**config.mk**
```make
export PLATFORM = sky130hd
export DESIGN_NAME = imem_stream_loader
export DESIGN_NICKNAME = d
export VERILOG_FILES = /design/src/rtl/imem_stream_loader_pkg.sv /design/src/rtl/imem_stream_loader_word_packer.sv /design/src/rtl/imem_stream_loader.sv
export SDC_FILE = /design/constraint.sdc
export NUM_CORES = 1
export LEC_CHECK = 0
export CORE_ASPECT_RATIO = 1.5
export CORE_UTILIZATION = 40
export DETAILED_ROUTE_END_ITERATION = 16
export GPL_TIMING_DRIVEN = 0
export PLACE_DENSITY = 0.7
export SLEW_MARGIN = 15
export SYNTH_ARGS = -nofsm -noshare
export SYNTH_HDL_FRONTEND = slang
export SYNTH_HIERARCHICAL = 1
export SYNTH_SLANG_ARGS = --single-unit
```
**constraint.sdc**
```tcl
create_clock -name clk -period 3.07 [get_ports clk]
set_input_delay 0.307 -clock clk [delete_from_list [all_inputs] [get_ports clk]]
set_output_delay 0.307 -clock clk [all_outputs]
set_load 0.05 [all_outputs]
```
**src/rtl/imem_stream_loader_pkg.sv**
```systemverilog
// Shared definitions for the instruction-memory stream loader: FSM encoding,
// text-segment base address and frame byte-order constants.
package imem_stream_loader_pkg;

    typedef enum logic [2:0] {
        ST_HDR_HI = 3'd0,
        ST_HDR_LO = 3'd1,
        ST_WORD   = 3'd2,
        ST_CHK    = 3'd3,
        ST_DONE   = 3'd4,
        ST_ERR    = 3'd5
    } state_t;

    // im_addr 0 is the instruction the CPU fetches first after release.
    localparam logic [31:0] TEXT_BASE = 32'h0000_3000;

    // Words arrive MSB first: byte index 0 lands in [31:24], index 3 in [7:0].
    localparam int         BYTES_PER_WORD = 4;
    localparam logic [1:0] LAST_BYTE_IDX  = 2'(BYTES_PER_WORD - 1);

endpackage

```
**src/rtl/imem_stream_loader_word_packer.sv**
```systemverilog
// Assembles MSB-first bytes into 32-bit words and keeps the running XOR
// checksum of every packed byte.
module stream_word_packer
    import imem_stream_loader_pkg::*;
(
    input  logic        clk,
    input  logic        rst,
    input  logic        i_clear,
    input  logic        i_byte_en,
    input  logic [7:0]  i_byte,
    output logic        o_word_valid,
    output logic [31:0] o_word,
    output logic [7:0]  o_csum
);

    logic [1:0]  r_byte_cnt;
    logic [23:0] r_shift;
    logic [7:0]  r_csum;

    always_ff @(posedge clk) begin
        if (rst || i_clear) begin
            r_byte_cnt <= 2'd0;
            r_shift    <= 24'd0;
            r_csum     <= 8'd0;
        end else if (i_byte_en) begin
            r_byte_cnt <= r_byte_cnt + 2'd1;
            r_shift    <= {r_shift[15:0], i_byte};
            r_csum     <= r_csum ^ i_byte;
        end
    end

    // The word is presented combinationally in the cycle its last byte is taken.
    assign o_word_valid = i_byte_en && (r_byte_cnt == LAST_BYTE_IDX);
    assign o_word       = {r_shift, i_byte};
    assign o_csum       = r_csum;

endmodule

```
**src/rtl/imem_stream_loader.sv**
```systemverilog
// Receives a framed program image as a byte stream, writes it into instruction
// memory and holds the CPU in reset until a checksum-verified load completes.
module imem_stream_loader
    import imem_stream_loader_pkg::*;
#(
    parameter int ADDR_W = 10,
    parameter int DEPTH  = 1024
) (
    input  logic              clk,
    input  logic              rst,
    input  logic [7:0]        in_data,
    input  logic              in_valid,
    output logic              in_ready,
    input  logic              reload,
    output logic              im_we,
    output logic [ADDR_W-1:0] im_addr,
    output logic [31:0]       im_wdata,
    output logic              cpu_rst,
    output logic              load_done,
    output logic              load_err,
    output logic [15:0]       word_count,
    output logic [2:0]        o_dbg_state
);

    // Handshake: a byte moves when in_valid && in_ready on a rising edge;
    // in_valid=0 cycles are pure stalls and change nothing.

    state_t            r_state;
    state_t            w_next;
    logic [7:0]        r_cnt_hi;
    logic [15:0]       r_word_count;
    logic [ADDR_W:0]   r_word_idx;
    logic              r_im_we;
    logic [ADDR_W-1:0] r_im_addr;
    logic [31:0]       r_im_wdata;

    logic              w_accept;
    logic [15:0]       w_hdr_n;
    logic [ADDR_W:0]   w_idx_next;
    logic              w_byte_en;
    logic              w_clear;
    logic              w_word_valid;
    logic [31:0]       w_word;
    logic [7:0]        w_csum;

    assign in_ready   = !rst && (r_state inside {ST_HDR_HI, ST_HDR_LO, ST_WORD, ST_CHK});
    assign w_accept   = in_valid && in_ready;
    assign w_hdr_n    = {r_cnt_hi, in_data};
    assign w_idx_next = r_word_idx + 1'b1;
    assign w_byte_en  = w_accept && (r_state == ST_WORD);
    assign w_clear    = reload && (r_state inside {ST_DONE, ST_ERR});

    stream_word_packer u_packer (
        .clk          (clk),
        .rst          (rst),
        .i_clear      (w_clear),
        .i_byte_en    (w_byte_en),
        .i_byte       (in_data),
        .o_word_valid (w_word_valid),
        .o_word       (w_word),
        .o_csum       (w_csum)
    );

    always_ff @(posedge clk) begin
        if (rst) begin
            r_state <= ST_HDR_HI;
        end else begin
            r_state <= w_next;
        end
    end

    always_comb begin
        w_next = r_state;
        case (r_state)
            ST_HDR_HI: begin
                if (w_accept) w_next = ST_HDR_LO;
            end
            ST_HDR_LO: begin
                if (w_accept) begin
                    if (w_hdr_n == 16'd0)           w_next = ST_CHK;
                    else if (32'(w_hdr_n) > DEPTH) w_next = ST_ERR;
                    else                            w_next = ST_WORD;
                end
            end
            ST_WORD: begin
                if (w_word_valid && (32'(w_idx_next) == 32'(r_word_count)))
                    w_next = ST_CHK;
            end
            ST_CHK: begin
                if (w_accept) w_next = (in_data == w_csum) ? ST_DONE : ST_ERR;
            end
            ST_DONE, ST_ERR: begin
                if (reload) w_next = ST_HDR_HI;
            end
            default: w_next = ST_HDR_HI;
        endcase
    end

    always_ff @(posedge clk) begin
        if (rst) begin
            r_cnt_hi     <= 8'd0;
            r_word_count <= 16'd0;
            r_word_idx   <= '0;
            r_im_we      <= 1'b0;
            r_im_addr    <= '0;
            r_im_wdata   <= 32'd0;
        end else begin
            r_im_we <= w_word_valid;
            if (w_accept && (r_state == ST_HDR_HI)) begin
                r_cnt_hi <= in_data;
            end
            if (w_accept && (r_state == ST_HDR_LO)) begin
                r_word_count <= w_hdr_n;
                r_word_idx   <= '0;
            end
            if (w_word_valid) begin
                r_im_addr  <= r_word_idx[ADDR_W-1:0];
                r_im_wdata <= w_word;
                r_word_idx <= w_idx_next;
            end
        end
    end

    assign im_we       = r_im_we;
    assign im_addr     = r_im_addr;
    assign im_wdata    = r_im_wdata;
    assign word_count  = r_word_count;
    assign cpu_rst     = (r_state != ST_DONE);
    assign load_done   = (r_state == ST_DONE);
    assign load_err    = (r_state == ST_ERR);
    assign o_dbg_state = r_state;

endmodule
```
After elaboration in Yosys (flattened, before gate mapping)
Index checks and enable logic that the tools add are counted.

operators by class
  add/sub/neg operators = 2
  $lt $le $gt $ge = 1
  equality and inequality tests = 14
  multiplexer cells = 11
  bitwise gates (word level) = 1
  reduce and logical (&&, ||, !) cells = 17

operator list
  kind                                                             number
  two-way mux 11 bit                                               2
  two-way mux 3 bit                                                7
  equality test 11 x 16 -> 1 bit                                   1
  greater-than comparator 16 x 11 -> 1 bit, second input constant  1
  zero test 16 bit                                                 1
  case mux 3 bit (5 select lines)                                  1
  adder 11 x 1 -> 11 bit, second input constant                    1
  equality test 8 bit                                              1
  logical AND 1 bit                                                8
  inequality test 2 bit, second input constant                     4
  XOR 8 bit                                                        1
  equality test 3 x 2 -> 1 bit, second input constant              2
  equality test 3 bit, second input constant                       2
  AND reduction 5 bit                                              1
  nonzero test 2 bit                                               2
  nonzero test 4 bit                                               1
  equality test 3 x 1 -> 1 bit, second input constant              1
  zero test 3 bit                                                  1
  inequality test 3 bit, second input constant                     1
  adder 2 x 1 -> 2 bit, second input constant                      1
  equality test 2 bit, second input constant                       1
  inequality test 2 x 1 -> 1 bit, second input constant            1
  OR reduction 2 bit                                               1
  zero test 1 bit                                                  1
  2 further kinds                                                  2

storage, ports and cells
  bits in registers = 115

Depth between registers and ports, before layout
Gate-level depths: netlist of the first run.

  depth after elaboration = 9
  depth in mapped cells = 12
  mapped depth without buffers = 9

Cells and area by module
Netlist of the first run, hierarchy kept.

by module, submodules not included
  module              instances  cells an instance  area each (µm²)
  imem_stream_loader  1          398                3570.9
  stream_word_packer  1          130                1407.6

Worst setup path after synthesis of the first run
OpenSTA, ideal clock, no wires.

  path kind = reg2reg
  from = register r_state[2] (netlist: o_dbg_state[2])
  to = register r_im_addr[9] (netlist: im_addr[9])
  setup time = 0.128 ns
  arrival = 3.024 ns
  required time = 2.942 ns
  path slack = -0.081 ns
  stages on the path, launching flop included = 11
  cell sequence = dfxtp_1 nor2_1 nand2_1 nor2_1 buf_6 buf_4 and2_1 clkbuf_1 buf_1 mux2i_1 nor2_1

between the ends
  longest elaborated chain between the ends = 6

RTL lines
  item                                                  line                                  text
  start: declaration                                    imem_stream_loader.sv:28              state_t r_state;
  start signal: assignment                              imem_stream_loader.sv:68              r_state <= w_next;
  equality test 3 x 1 -> 1 bit (tied with other cells)  imem_stream_loader.sv:46              assign in_ready = !rst && (r_state inside {ST_HDR_HI, ST_HDR_LO, ST_WORD, ST_CHK});
  nonzero test 4 bit (*)                                imem_stream_loader.sv:46
  logical AND 1 bit (*)                                 imem_stream_loader.sv:46
  net in_ready                                          imem_stream_loader.sv:13              output logic in_ready,
  logical AND 1 bit (*)                                 imem_stream_loader.sv:47              assign w_accept = in_valid && in_ready;
  logical AND 1 bit (*)                                 imem_stream_loader.sv:50              assign w_byte_en = w_accept && (r_state == ST_WORD);
  net w_byte_en                                         imem_stream_loader.sv:40              logic w_byte_en;
  logical AND 1 bit (*)                                 imem_stream_loader_word_packer.sv:33  assign o_word_valid = i_byte_en && (r_byte_cnt == LAST_BYTE_IDX);
  net w_word_valid                                      imem_stream_loader.sv:42              logic w_word_valid;
  end signal: assignment                                imem_stream_loader.sv:117             r_im_addr <= r_word_idx[ADDR_W-1:0];
  end: declaration                                      imem_stream_loader.sv:34              logic [ADDR_W-1:0] r_im_addr;

Mark *: on every way through the listed nets, which the timed path passes. The rest lies on a longest branch.
A chain may end at the register's enable or synchronous reset.

Worst setup path after layout of the first run
  from = input port rst
  to = register r_state[0] (netlist: o_dbg_state[0])

between the ends
  longest elaborated chain between the ends = 8

RTL lines
  item                                             line                                  text
  start: declaration                               imem_stream_loader.sv:10              input logic rst,
  zero test 1 bit                                  imem_stream_loader.sv:46
  logical AND 1 bit                                imem_stream_loader.sv:46
  logical AND 1 bit                                imem_stream_loader.sv:47
  logical AND 1 bit                                imem_stream_loader.sv:50
  net w_byte_en                                    imem_stream_loader.sv:40
  logical AND 1 bit                                imem_stream_loader_word_packer.sv:33
  net w_word_valid                                 imem_stream_loader.sv:42
  logical AND 1 bit                                imem_stream_loader.sv:86              if (w_word_valid && (32'(w_idx_next) == 32'(r_word_count)))
  inequality test 2 x 1 -> 1 bit (no source line)  n/a
  AND reduction 5 bit (no source line)             n/a

The timed path passes the listed nets, and every way through them passes these cells.

==> metrics.txt, run 1 <==
worst slack, placed=-624 ps; Worst Hold Depth=2; grt total ovfl=0; Crit path largest cell delay=510 ps; reg2reg setup slack=310 ps; detailed-route via count=4016; CTS max path bufs=2; Global Route Usage Sum=20.8%; hpwl dp=9450 um; Worst-Margin Slew=701 ps; 1st-iter DRT viols=147; Die ar.=0.0129 mm2; post-synthesis cell type count=52; # setup viols final=0; Final Hold Fails=0; vias per inst=5.09; Routed Antenna Nets=0; sequential-to-total area share from yosys stat=46.2%; Commonest cells post-synth=dfxtp_1 (115), nor2_1 (88), mux2i_1 (75); Mean Syn Cell Area=9.43 um2; first-pass GRT wire length=20400 um; hold path start=r_cnt_hi[7]; initial antenna violation count=0; CTS tree=yes; maximum capacitance violations=0; Static Leakage=2.33 nW; I/O Pins=78; CTS Buf Count=17; RSZ-0062 raised after global routing=no; f_max=0.349 GHz; Hold Slack=470 ps; largest net degree at the start of global routing=17; Critical Path Source Type=primary input; CP Capture Type=register; total power=3.84 mW; Post-synth EDFFs=0; number of detailed-route iterations in the first pass=4; Clock Sinks=115; Layout Nets=637; Min-Delay Endpoint=word_count[15]; Clock Skews=8.05 ps; Area after DPL=0.00594 mm2; row count=49; H-tree depth=4; reg2reg end=o_dbg_state[0]; most frequent cell after synthesis=dfxtp_1; Power Density=584 mW/mm2; detailed-route wire length=12800 um; final instance area=0.00657 mm2; Area contributors post-synth=dfxtp_1 (46%), mux2i_1 (15%), nor2_1 (6.6%), nand2_1 (3.7%), a21oi_1 (3.1%); fillers=1071; WS Path Type=primary input to register; fin. max-slew vios=0; Worst Hold Class=register to register; Tcrit/Tclk final=93.4%; Synth Warn #=6; placeable core region=0.0121 mm2; most common flop cell mapped by yosys=dfxtp_1; Starting Density=41.2%; DRC violations left=0; Max VDD drop=0.000418 V; Die Wd=93.1 um; Post-CTS Hold Fix Bufs=0; Mapped Nets=542; vias in the first global route=3935; RD Place Congestion=0.902; antenna cells=0; Post-synth ARST share=0%; Skew-Pair Late Insertion Delay=410 ps; fin worst setup slack=203 ps; Syn Inst Count=528; CP arrival=3190 ps; crit-path max FO=10; Reg2Reg Depth=11; share of cells above drive strength 1=11.6%; Avg WL per Cell=16.3 um; critical path's slowest cell=nor4b_1; mapped cell area=0.00498 mm2; Req. time, crit path=3390 ps; FF+latch count, synth=115; Clock transition at path regs=50 ps; Die H=139 um; post-route minimum period=2870 ps; Root Driver=clkbuf_16; synthesis-to-finish area growth=32.0%; run status=finished, final reports clean; I/O Buffers=77; r2r startpoint=o_dbg_state[2]; Yosys top cell by area=dfxtp_1; Synth top area share=46.2%; max_slew headroom=53.3%; crit-path cells=clkdlybuf4s50_1 > buf_2 > nor2_2 > nand2_1 > nor2_1 > buf_6 > buf_4 > and2_1 > nor4b_1 > nand3_1 > a211oi_1 > nand4b_1 > o31ai_1
[per-stage QoR]
stage,setup TNS (ps),cells,utilization (%)
after floorplan,0,528,-
after global routing,0,789,54.4
final,0,789,54.4
after global placement,-24270,758,49.2
after detailed placement,-22540,758,49.2
after CTS,0,790,54.4
[metal layers]
layer	share of wire (%)	track usage, %	wire (um)	vias to the layer above
li1	-	-	-	1977
met1	40	23.0	5090	1897
met4	1.7	7.94	216	0
met3	5.3	5.32	685	14
met5	0	0	0	-
met2	53	37.4	6840	128
[cells by family (layout without fill, tap and decap cells)]
logic type,Yosys count,count (layout),share of synthesized area [%]
compound gates,60,60,8.17
xor+xnor,28,28,5.48
fa+ha+maj,2,2,0.503
buf+inv,48,156,5.45
flops,115,115,46.2
mux,76,76,15.3
simple gates,199,199,18.8
[power by group]
| part | total, mW | internal, mW | switching (mW) | leakage (nW) |
|---|---|---|---|---|
| combinational | 0.229 | 0.0889 | 0.140 | 1.11 |
| sequential | 1.53 | 1.51 | 0.0199 | 0.927 |
| clock | 2.08 | 1.38 | 0.700 | 0.292 |
[critical path: cells and delay by family]
| kind | cells | cell delay (ps) |
|---|---|---|
| AO/OA/AOI/OAI | 2 | 490 |
| buffers and inverters | 4 | 920 |
| AND/OR/NAND/NOR | 7 | 1460 |
[what timing repair did]
item                       4_1_cts  5_1_grt
gates resized for setup          2        2
cloned                           0        0
setup endpoints to repair       10       19
setup buffers                    0        0
[worst max path at each step]
| stage | from | end | slack, ps | cells past startpoint |
|---|---|---|---|---|
| global placement | rst | r_word_idx[6] | -660 | 13 |
| floorplan | o_dbg_state[2] | im_addr[9] | 190 | 10 |
| finish | rst | o_dbg_state[0] | 200 | 13 |
| global route | rst | im_addr[1] | 20 | 12 |
| detailed placement | rst | r_word_idx[6] | -620 | 13 |
| CTS | rst | o_dbg_state[0] | 170 | 13 |
[layout make-up]
| class | instances | area, um2 | share of cell area [%] |
|---|---|---|---|
| flip-flops and latches | 115 | 2300 | 35.0 |
| repair buffers | 77 | 771 | 11.7 |
| inverters | 5 | 18.8 | 0.286 |
| well taps | 153 | 191 | 2.91 |
| multi-input cells | 365 | 2410 | 36.6 |
| clock inverters | 12 | 181 | 2.76 |
| plain buffers | 42 | 254 | 3.86 |
| clock buffers | 20 | 447 | 6.80 |
[state kept, by name, indices dropped and copies added (netlist names)]
register,flops
im_addr,10
r_cnt_hi,8
word_count,16
o_dbg_state,3
u_packer/o_csum,8
r_word_idx,11
u_packer/r_shift,24
im_we,1
u_packer/r_byte_cnt,2
im_wdata,32
[cell usage in the layout (no fill, tap or decap), drive strengths merged, types with 4 or more instances in the layout]
cell,n
a21bo,8
a21oi,35
buf,21
bufinv,4
clkbuf,41
clkdlybuf4s50,77
clkinv,4
clkinvlp,4
dfxtp,115
inv,5
mux2i,75
nand2,49
nand2b,6
nand3,6
nand3b,15
nor2,88
nor2b,4
nor3,4
nor4,4
or3,6
xnor2,11
xor2,15
No activity file was read; power rests on OpenSTA's default activity.
==> run 2: changes to the inputs <==
GPL_ROUTABILITY_DRIVEN = 0   (was not set)
PLACE_DENSITY = 0.73   (was 0.7)
SKIP_LAST_GASP = 1   (was not set)
clock period = 2.5 ns   (was 3.07 ns; I/O delays follow)
==> run 2 against run 1 <==
Net effect: setup slack better by 7.3 ps; clock skew down 0.84 ps; critical path depth down 1; flip-flop and latch count unchanged; combinational power up 25%; register-to-register slack worse by 40 ps; sequential share of layout area down 0.38 points; clock power up 22%; global-route usage down 0.10 points; largest power group unchanged.
==> metrics.txt, run 2 (same netlist as run 1, synthesis figures left out) <==
final instance area=0.00665 mm2; CP Capture Type=register; Req. time, crit path=2820 ps; antenna cells=0; Final Hold Fails=0; Avg WL per Cell=15.9 um; Pint=3.67 mW; detailed-route wire length=12600 um; Critical Path Source Type=primary input; hpwl dp=9080 um; CTS max path bufs=2; share of cells above drive strength 1=13.1%; Die Wd=93.1 um; sw power=1.02 mW; vias per inst=5.12; # setup viols final=0; initial antenna violation count=0; met2 Use GR=37.5%; row count=49; fillers=1091; Die ar.=0.0129 mm2; CTS Buf Count=17; Switching Fraction=21.7%; fin worst setup slack=210 ps; max reg flops=32; Root Driver=clkbuf_16; f_max=0.437 GHz; combinational power share=6.1%; synthesis-to-finish area growth=33.5%; Max VDD drop=0.000486 V; Power Density=706 mW/mm2; CTS tree=yes; Tcrit/Tclk final=91.6%; worst slack, placed=-880 ps; Routed Antenna Nets=0; most common cell after layout, fill and taps aside=dfxtp_1; Clock power frac=53.9%; post-route minimum period=2290 ps; Worst-Margin Slew=565 ps; Clock transition at path regs=50 ps; CP arrival=2610 ps; Die H=139 um; vias in the first global route=4201; Clock Sinks=115; WS Path Type=primary input to register; crit-path max FO=11; register share of total power=40.0%; I/O Pins=78; RSZ-0062 raised after global routing=no; most frequent cells in the layout=dfxtp_1 (114), nor2_1 (87), clkdlybuf4s50_1 (77); Worst Hold Class=register to register; maximum capacitance violations=0; DRC violations left=0; H-tree depth=4; number of detailed-route iterations in the first pass=4; 1st-iter DRT viols=152; Global Route Usage Sum=20.7%; grt total ovfl=0; first-pass GRT wire length=20700 um; Post-CTS Hold Fix Bufs=0; detailed-route via count=4062; placeable core region=0.0121 mm2; Static Leakage=2.39 nW; Layout Nets=643; met1 Resource Use GR=21.6%; run status=finished, final reports clean; Area after DPL=0.00596 mm2; met3 Use GR=5.43%; fin. max-slew vios=0; Skew-Pair Late Insertion Delay=410 ps; I/O Buffers=77; Clock Skews=7.22 ps; Starting Density=41.2%; largest net degree at the start of global routing=17; max_slew headroom=62.4%; GR peak layer=met2
run 2: final timing paths:
| path | to | slack [ps] | from | cells past startpoint |
|---|---|---|---|---|
| max | o_dbg_state[0] | 210 | rst | 12 |
| min | word_count[8] | 470 | r_cnt_hi[0] | 2 |
| max reg2reg | o_dbg_state[0] | 270 | o_dbg_state[1] | 10 |
| min reg2reg | word_count[8] | 470 | r_cnt_hi[0] | 2 |
run 2: through the flow:
stage | TNS, ps | power [mW] | utilization [%] | hold slack (ps) | instances
6_report | 0 | 4.69 | 55.0 | 465 | 793
5_1_grt | 0 | 4.83 | 55.0 | 489 | 793
4_1_cts | 0 | 4.72 | 54.6 | 470 | 788
3_5_place_dp | -33230 | 2.20 | 49.3 | 461 | 758
3_3_place_gp | -33610 | 2.19 | 49.3 | 456 | 758
2_1_floorplan | 0 | 2.09 | - | 357 | 528
run 2: power by group through the flow:
stage | Clock, mW | Combinational (mW) | Sequential, mW
after floorplan | 0 | 0.152 | 1.94
after global placement | 0 | 0.278 | 1.91
after detailed placement | 0 | 0.281 | 1.91
after CTS | 2.56 | 0.286 | 1.88
after global routing | 2.65 | 0.308 | 1.88
final | 2.53 | 0.286 | 1.88
run 2: cell type report:
cell class                      count  area, um2  share of cell area (%)
Multi-Input combinational cell    365       2440                    36.7
Sequential cell                   115       2300                    34.7
Timing Repair Buffer               83        816                    12.3
Clock buffer                       21        460                    6.93
Buffer                             42        265                    3.99
Tap cell                          153        191                    2.88
Clock inverter                      9        155                    2.33
Inverter                            5       18.8                   0.282
run 2: repair_timing:
item | 4_1_cts | 5_1_grt
endpoints found under the hold margin | 0 | 0
gates resized for setup | 7 | 2
setup endpoints to repair | 54 | 49
setup buffers | 0 | 6
pin swaps | 0 | 2
run 2: layer usage:
layer | wire length, um | share of wire (%) | up-vias
met2 | 6860 | 54 | 116
met4 | 358 | 2.8 | 0
met3 | 523 | 4.1 | 30
li1 | - | - | 1989
met5 | 0 | 0 | -
met1 | 4900 | 39 | 1927
run 2: critical path: stages:
cell	delay, ps
clkdlybuf4s50_1	420
buf_4	190
nor2_4	160
nand2_1	100
nor2_1	150
buf_6	160
and2_1	180
nor4b_4	200
nand3_1	140
a211oi_2	220
nand4b_1	150
o31ai_2	290
